`config.mk`:
```
export PLATFORM = sky130hd
export DESIGN_NAME = stall_controller
export DESIGN_NICKNAME = d
export VERILOG_FILES = /design/src/rtl/stall_controller_pkg.sv /design/src/rtl/stall_controller_perf_counter.sv /design/src/rtl/stall_controller.sv
export SDC_FILE = /design/constraint.sdc
export NUM_CORES = 1
export LEC_CHECK = 0
export ABC_AREA = 1
export CAP_MARGIN = 20
export CORE_ASPECT_RATIO = 0.6
export CORE_MARGIN = 2
export CORE_UTILIZATION = 44
export DETAILED_ROUTE_END_ITERATION = 10
export PLACE_DENSITY_LB_ADDON = 0.3
export SYNTH_ARGS = -nofsm -noshare
export SYNTH_HDL_FRONTEND = slang
export SYNTH_SLANG_ARGS = --single-unit
```
`constraint.sdc`:
```
create_clock -name clk -period 1.6 [get_ports clk]
set_input_delay 0.32 -clock clk [delete_from_list [all_inputs] [get_ports clk]]
set_output_delay 0.32 -clock clk [all_outputs]
set_load 0.01 [all_outputs]
```
`src/rtl/stall_controller_pkg.sv`:
```
// Shared types for the pipeline stall controller: ID/EX control-mux select
// and the memory-wait state encoding.
package controlmux;
    typedef enum logic {
        norm = 1'b0,
        zero = 1'b1
    } controlmux_sel_t;
endpackage

package rv32i_types;
    typedef enum logic [1:0] {
        RUN       = 2'd0,
        IMEM_WAIT = 2'd1,
        DMEM_WAIT = 2'd2
    } stallctl_state_t;
endpackage

```
`src/rtl/stall_controller_perf_counter.sv`:
```
// Free-running 32-bit event counter with synchronous clear; wraps modulo 2^32.
module perf_counter (
    input  logic        clk,
    input  logic        clr,
    input  logic        en,
    output logic [31:0] count
);
    logic [31:0] count_reg;

    always_ff @(posedge clk) begin
        if (clr) begin
            count_reg <= '0;
        end else if (en) begin
            count_reg <= count_reg + 32'd1;
        end
    end

    assign count = count_reg;
endmodule

```
`src/rtl/stall_controller.sv`:
```
// Pipeline stall/flush controller: freezes or bubbles the pipeline on memory
// waits and load-use hazards, and defers branch redirects taken during imem waits.
module stall_controller
    import controlmux::*;
    import rv32i_types::*;
(
    input  logic            clk,
    input  logic            rst,
    input  logic            hd_stall_i,
    input  logic            br_taken_i,
    input  logic [31:0]     br_target_i,
    input  logic            imem_read_i,
    input  logic            imem_resp_i,
    input  logic            dmem_req_i,
    input  logic            dmem_resp_i,
    output logic            pc_write_o,
    output logic            if_id_write_o,
    output logic            id_ex_write_o,
    output logic            ex_mem_write_o,
    output logic            mem_wb_write_o,
    output logic            if_id_flush_o,
    output controlmux_sel_t id_ex_ctrl_sel_o,
    output logic            pc_redirect_o,
    output logic [31:0]     redirect_pc_o,
    output logic [31:0]     stall_cycles_o,
    output logic [31:0]     flush_count_o
);
    stallctl_state_t state_reg;
    stallctl_state_t state_next;
    logic            pending_reg;
    logic [31:0]     redirect_pc_reg;

    logic imem_busy;
    logic dmem_busy;
    logic mem_free;
    logic pending_fire;

    assign imem_busy = imem_read_i & ~imem_resp_i;
    assign dmem_busy = dmem_req_i & ~dmem_resp_i;
    assign mem_free  = ~imem_busy & ~dmem_busy;

    // A pending redirect is only ever created inside a wait, so it always
    // fires on the first free cycle after leaving a wait state.
    assign pending_fire = pending_reg & mem_free & (state_reg != RUN);

    always_comb begin
        state_next = RUN;
        if (dmem_busy) begin
            state_next = DMEM_WAIT;
        end else if (imem_busy) begin
            state_next = IMEM_WAIT;
        end
    end

    always_comb begin
        pc_write_o       = 1'b1;
        if_id_write_o    = 1'b1;
        id_ex_write_o    = 1'b1;
        ex_mem_write_o   = 1'b1;
        mem_wb_write_o   = 1'b1;
        if_id_flush_o    = 1'b0;
        id_ex_ctrl_sel_o = norm;
        pc_redirect_o    = 1'b0;
        redirect_pc_o    = redirect_pc_reg;

        if (dmem_busy) begin
            pc_write_o     = 1'b0;
            if_id_write_o  = 1'b0;
            id_ex_write_o  = 1'b0;
            ex_mem_write_o = 1'b0;
            mem_wb_write_o = 1'b0;
        end else if (imem_busy) begin
            pc_write_o       = 1'b0;
            if_id_write_o    = 1'b0;
            id_ex_ctrl_sel_o = zero;
        end else if (br_taken_i) begin
            if_id_flush_o    = 1'b1;
            id_ex_ctrl_sel_o = zero;
            pc_redirect_o    = 1'b1;
            redirect_pc_o    = br_target_i;
        end else if (pending_fire) begin
            if_id_flush_o    = 1'b1;
            id_ex_ctrl_sel_o = zero;
            pc_redirect_o    = 1'b1;
        end else if (hd_stall_i) begin
            pc_write_o       = 1'b0;
            if_id_write_o    = 1'b0;
            id_ex_ctrl_sel_o = zero;
        end
    end

    always_ff @(posedge clk) begin
        if (rst) begin
            state_reg       <= RUN;
            pending_reg     <= 1'b0;
            redirect_pc_reg <= '0;
        end else begin
            state_reg <= state_next;
            if (imem_busy && !dmem_busy && br_taken_i) begin
                pending_reg     <= 1'b1;
                redirect_pc_reg <= br_target_i;
            end else if (pending_fire) begin
                pending_reg <= 1'b0;
            end
        end
    end

    perf_counter u_stall_cnt (
        .clk   (clk),
        .clr   (rst),
        .en    (~pc_write_o),
        .count (stall_cycles_o)
    );

    perf_counter u_flush_cnt (
        .clk   (clk),
        .clr   (rst),
        .en    (if_id_flush_o),
        .count (flush_count_o)
    );
endmodule
```
==> impl_metrics.env <==
export IMPL_yosys_area_share_simple=0.350
export IMPL_diodes=0
export IMPL_drc=0
export IMPL_critical_path_max_stage_delay_ps=160
export IMPL_p_sw_frac=0.268
export IMPL_nets=1078
export IMPL_intPower_w=0.00424
export IMPL_fmax_ghz=0.599
export IMPL_wl_um=17000
export IMPL_dieArea_um2=13000
export IMPL_synth_cell_type_count=32
export IMPL_chipWidth_um=146
export IMPL_slew_headroom=0.784
export IMPL_clock_path_buffers=2
export IMPL_power_frac_seq=0.438
export IMPL_cp_top_family="buffers and inverters"
export IMPL_htreeDepth=3
export IMPL_cts_tree="built"
export IMPL_grt_pass1_wl_um=26200
export IMPL_pre_cts_ws_ps=-767
export IMPL_numCtsBuffers=9
export IMPL_cts_root_buf="clkbuf_16"
export IMPL_cp_num_buf_inv=6
export IMPL_die_y_um=89.3
export IMPL_hpwl_um=11100
export IMPL_routabilityCongestion=0.883
export IMPL_syn_inst=839
export IMPL_synth_most_common_cell="nand2_1"
export IMPL_synth_async_reset_ratio=0
export IMPL_cp_start_kind="input port"
export IMPL_path_cells="buf_6 > inv_4 > nand2_4 > nand2_2 > inv_2 > nand2_4 > buf_6 > buf_12 > nor2_4 > a21oi_2 > buf_2"
export IMPL_synthTopCellsByArea="dfxtp_1, nand2_1, nor2_1"
export IMPL_violations="setup timing"
export IMPL_insertion_delay_ps=340
export IMPL_fin_crit_sh=1.04
export IMPL_setup_ws_ps=-68.5
export IMPL_ys_seq_area_frac=0.372
export IMPL_multi_input_area_um2=3120
export IMPL_netlist_area_leader_share=0.372
export IMPL_grt_usage=0.249
export IMPL_portBuffers=143
export IMPL_avgSynthCellArea_um2=6.35
export IMPL_tightest_slew_ps=322
export IMPL_grt_pass1_vias=5299
export IMPL_synth_edf_count=0
export IMPL_syn_num_nets=881
export IMPL_critical_path_required_ps=1280
export IMPL_crit_path_end_kind="output pin"
export IMPL_antenna_found_initial=0
export IMPL_core_um2=11900
export IMPL_p_switching_w=0.00155
export IMPL_initial_utilization=0.446
export IMPL_finalHoldViolations=0
export IMPL_drive_above_1_share=0.266
export IMPL_cp_arrival_ps=1350
export IMPL_synth_top_area_cell="dfxtp_1"
export IMPL_outcome="finished, violations left"
export IMPL_slowest_stage="buf_12"
export IMPL_grt_overflow=0
export IMPL_io_pin_count=144
export IMPL_rows=31
export IMPL_p_leak_nw=3.65
export IMPL_fin_skew_ps=8.41
export IMPL_period_needed_ps=1670
export IMPL_vias=6031
export IMPL_nFillCells=1027
export IMPL_synth_xor_area_frac=0.0148
export IMPL_ir_drop_uv=547
export IMPL_rsz0062_at_grt="yes"
export IMPL_maxCapViolCount=0
export IMPL_yosysWarnings=0
export IMPL_clkPwrFrac=0.384
export IMPL_drt_iter0_drc=446
export IMPL_ff_latch_area_um2=2030
export IMPL_area_growth_pct=53.0
export IMPL_tns_ps=-472
export IMPL_p_comb_frac=0.178
export IMPL_cts_sinks=99
export IMPL_grt_max_degree=66
export IMPL_synth_mux_area_frac=0
export IMPL_antenna_left=0
export IMPL_synth_compound_area_share=0.147
export IMPL_first_pass_iters=5
export IMPL_synth_top_cells_by_count="nand2_1, nor2_1, inv_1"
export IMPL_path_class="in -> out"
export IMPL_synthAdderAreaFrac=0.00469
export IMPL_ys_seq_elements=99
export IMPL_hold_buffers=0
export IMPL_power_density_nw_per_um2=710
export IMPL_synthesis_area_um2=5330
export IMPL_viasPerCell=5.00
export IMPL_synth_top_family_by_area="simple AND/OR/NAND/NOR gates"
export IMPL_drv_slew=0
export IMPL_yosys_most_used_dff="dfxtp_1"
export IMPL_final_setup_viol_count=16
export IMPL_wl_per_cell_um=14.1
export IMPL_clk_pin_slew_ps=70
export IMPL_worst_path_max_fanout=7
export IMPL_min_delay_path_class="in -> reg"
## worst min-delay path: cells and delay by family
kind / cells / cell delay [ps]
buffers and inverters: 2 / 220
and+or+nand+nor: 2 / 100
## metrics by stage
stage / instance area (um2) / power, W / util / std cells / hold slack (ps)
detailed placement: 7310 / 0.00344 / 0.612 / 1174 / 445
global route: 8160 / 0.00606 / 0.683 / 1206 / 311
floorplan: 5330 / 0.00298 / - / 839 / 430
finish: 8160 / 0.00579 / 0.683 / 1206 / 328
global placement: 7310 / 0.00343 / 0.612 / 1174 / 442
CTS: 7910 / 0.00575 / 0.662 / 1202 / 338
## timing repair
action | CTS | global route
gates resized for setup | 332 | 63
gates cloned | 7 | 2
setup buffers | 5 | 3
endpoints found under the setup margin | 139 | 98
pin swaps | 27 | 16
## layout make-up
| type | count | area share |
|---|---|---|
| Clock buffer | 10 | 0.0281 |
| Clock inverter | 6 | 0.00890 |
| Inverter | 107 | 0.0495 |
| Multi-Input combinational cell | 598 | 0.383 |
| Sequential cell | 99 | 0.248 |
| Tap cell | 165 | 0.0253 |
| Timing Repair Buffer | 221 | 0.257 |
## layer usage
layer | track usage | part of all wire | vias up | wire [um]
met2 | 0.364 | 0.43 | 229 | 7360
met4 | 0.0547 | 0.0086 | 0 | 146
li1 | - | - | 3073 | -
met5 | 0 | 0 | - | 0
met3 | 0.0638 | 0.082 | 14 | 1390
met1 | 0.368 | 0.48 | 2715 | 8060
## cells by family after synthesis
logic type / Yosys count
and+or+nand+nor: 437
xor gates and xnor gates: 9
buffers and inverters: 142
AOI/OAI and AO/OA: 150
DFF: 99
adders and majority gates: 2
## power by group through the flow
stage / Sequential, W / Combinational [W] / Clock (W)
3_3_place_gp: 0.00259 / 0.000842 / 0
2_1_floorplan: 0.00260 / 0.000385 / 0
6_report: 0.00254 / 0.00103 / 0.00223
4_1_cts: 0.00253 / 0.000948 / 0.00227
3_5_place_dp: 0.00259 / 0.000851 / 0
5_1_grt: 0.00254 / 0.00110 / 0.00241
## cell usage in the layout, fill, tap and decap left out, types with 2 or more instances in the layout
cell type	count
nand2_1	176
nor2_1	120
inv_1	103
dfxtp_1	64
a21oi_1	63
buf_4	60
o21ai_0	45
dlygate4sd2_1	44
nand3_1	42
clkdlybuf4s50_1	38
dfxtp_2	35
buf_2	32
nor2_2	29
a21oi_2	28
nor2_4	24
dlymetal6s2s_1	19
nand4_1	18
buf_6	13
nor3_1	11
clkbuf_16	11
buf_12	7
nand2_2	5
xnor2_1	5
buf_16	5
nand3_2	4
xor2_1	4
o21ai_1	4
nor3b_1	4
inv_2	3
nand2_4	3
a21oi_4	3
o21bai_2	2
a31oi_1	2
ha_2	2
inv_6	2
## worst paths after layout
| check | endpoint | startpoint | slack, ps | depth (start not counted) |
|---|---|---|---|---|
| max reg2reg | u_flush_cnt.count[24] | u_flush_cnt.count[1] | 100 | 9 |
| min reg2reg | redirect_pc_reg[30] | redirect_pc_reg[30] | 460 | 2 |
| max | redirect_pc_o[3] | imem_resp_i | -70 | 11 |
| min | state_reg[0] | imem_read_i | 330 | 4 |
Power figures use the tool's default switching activity.
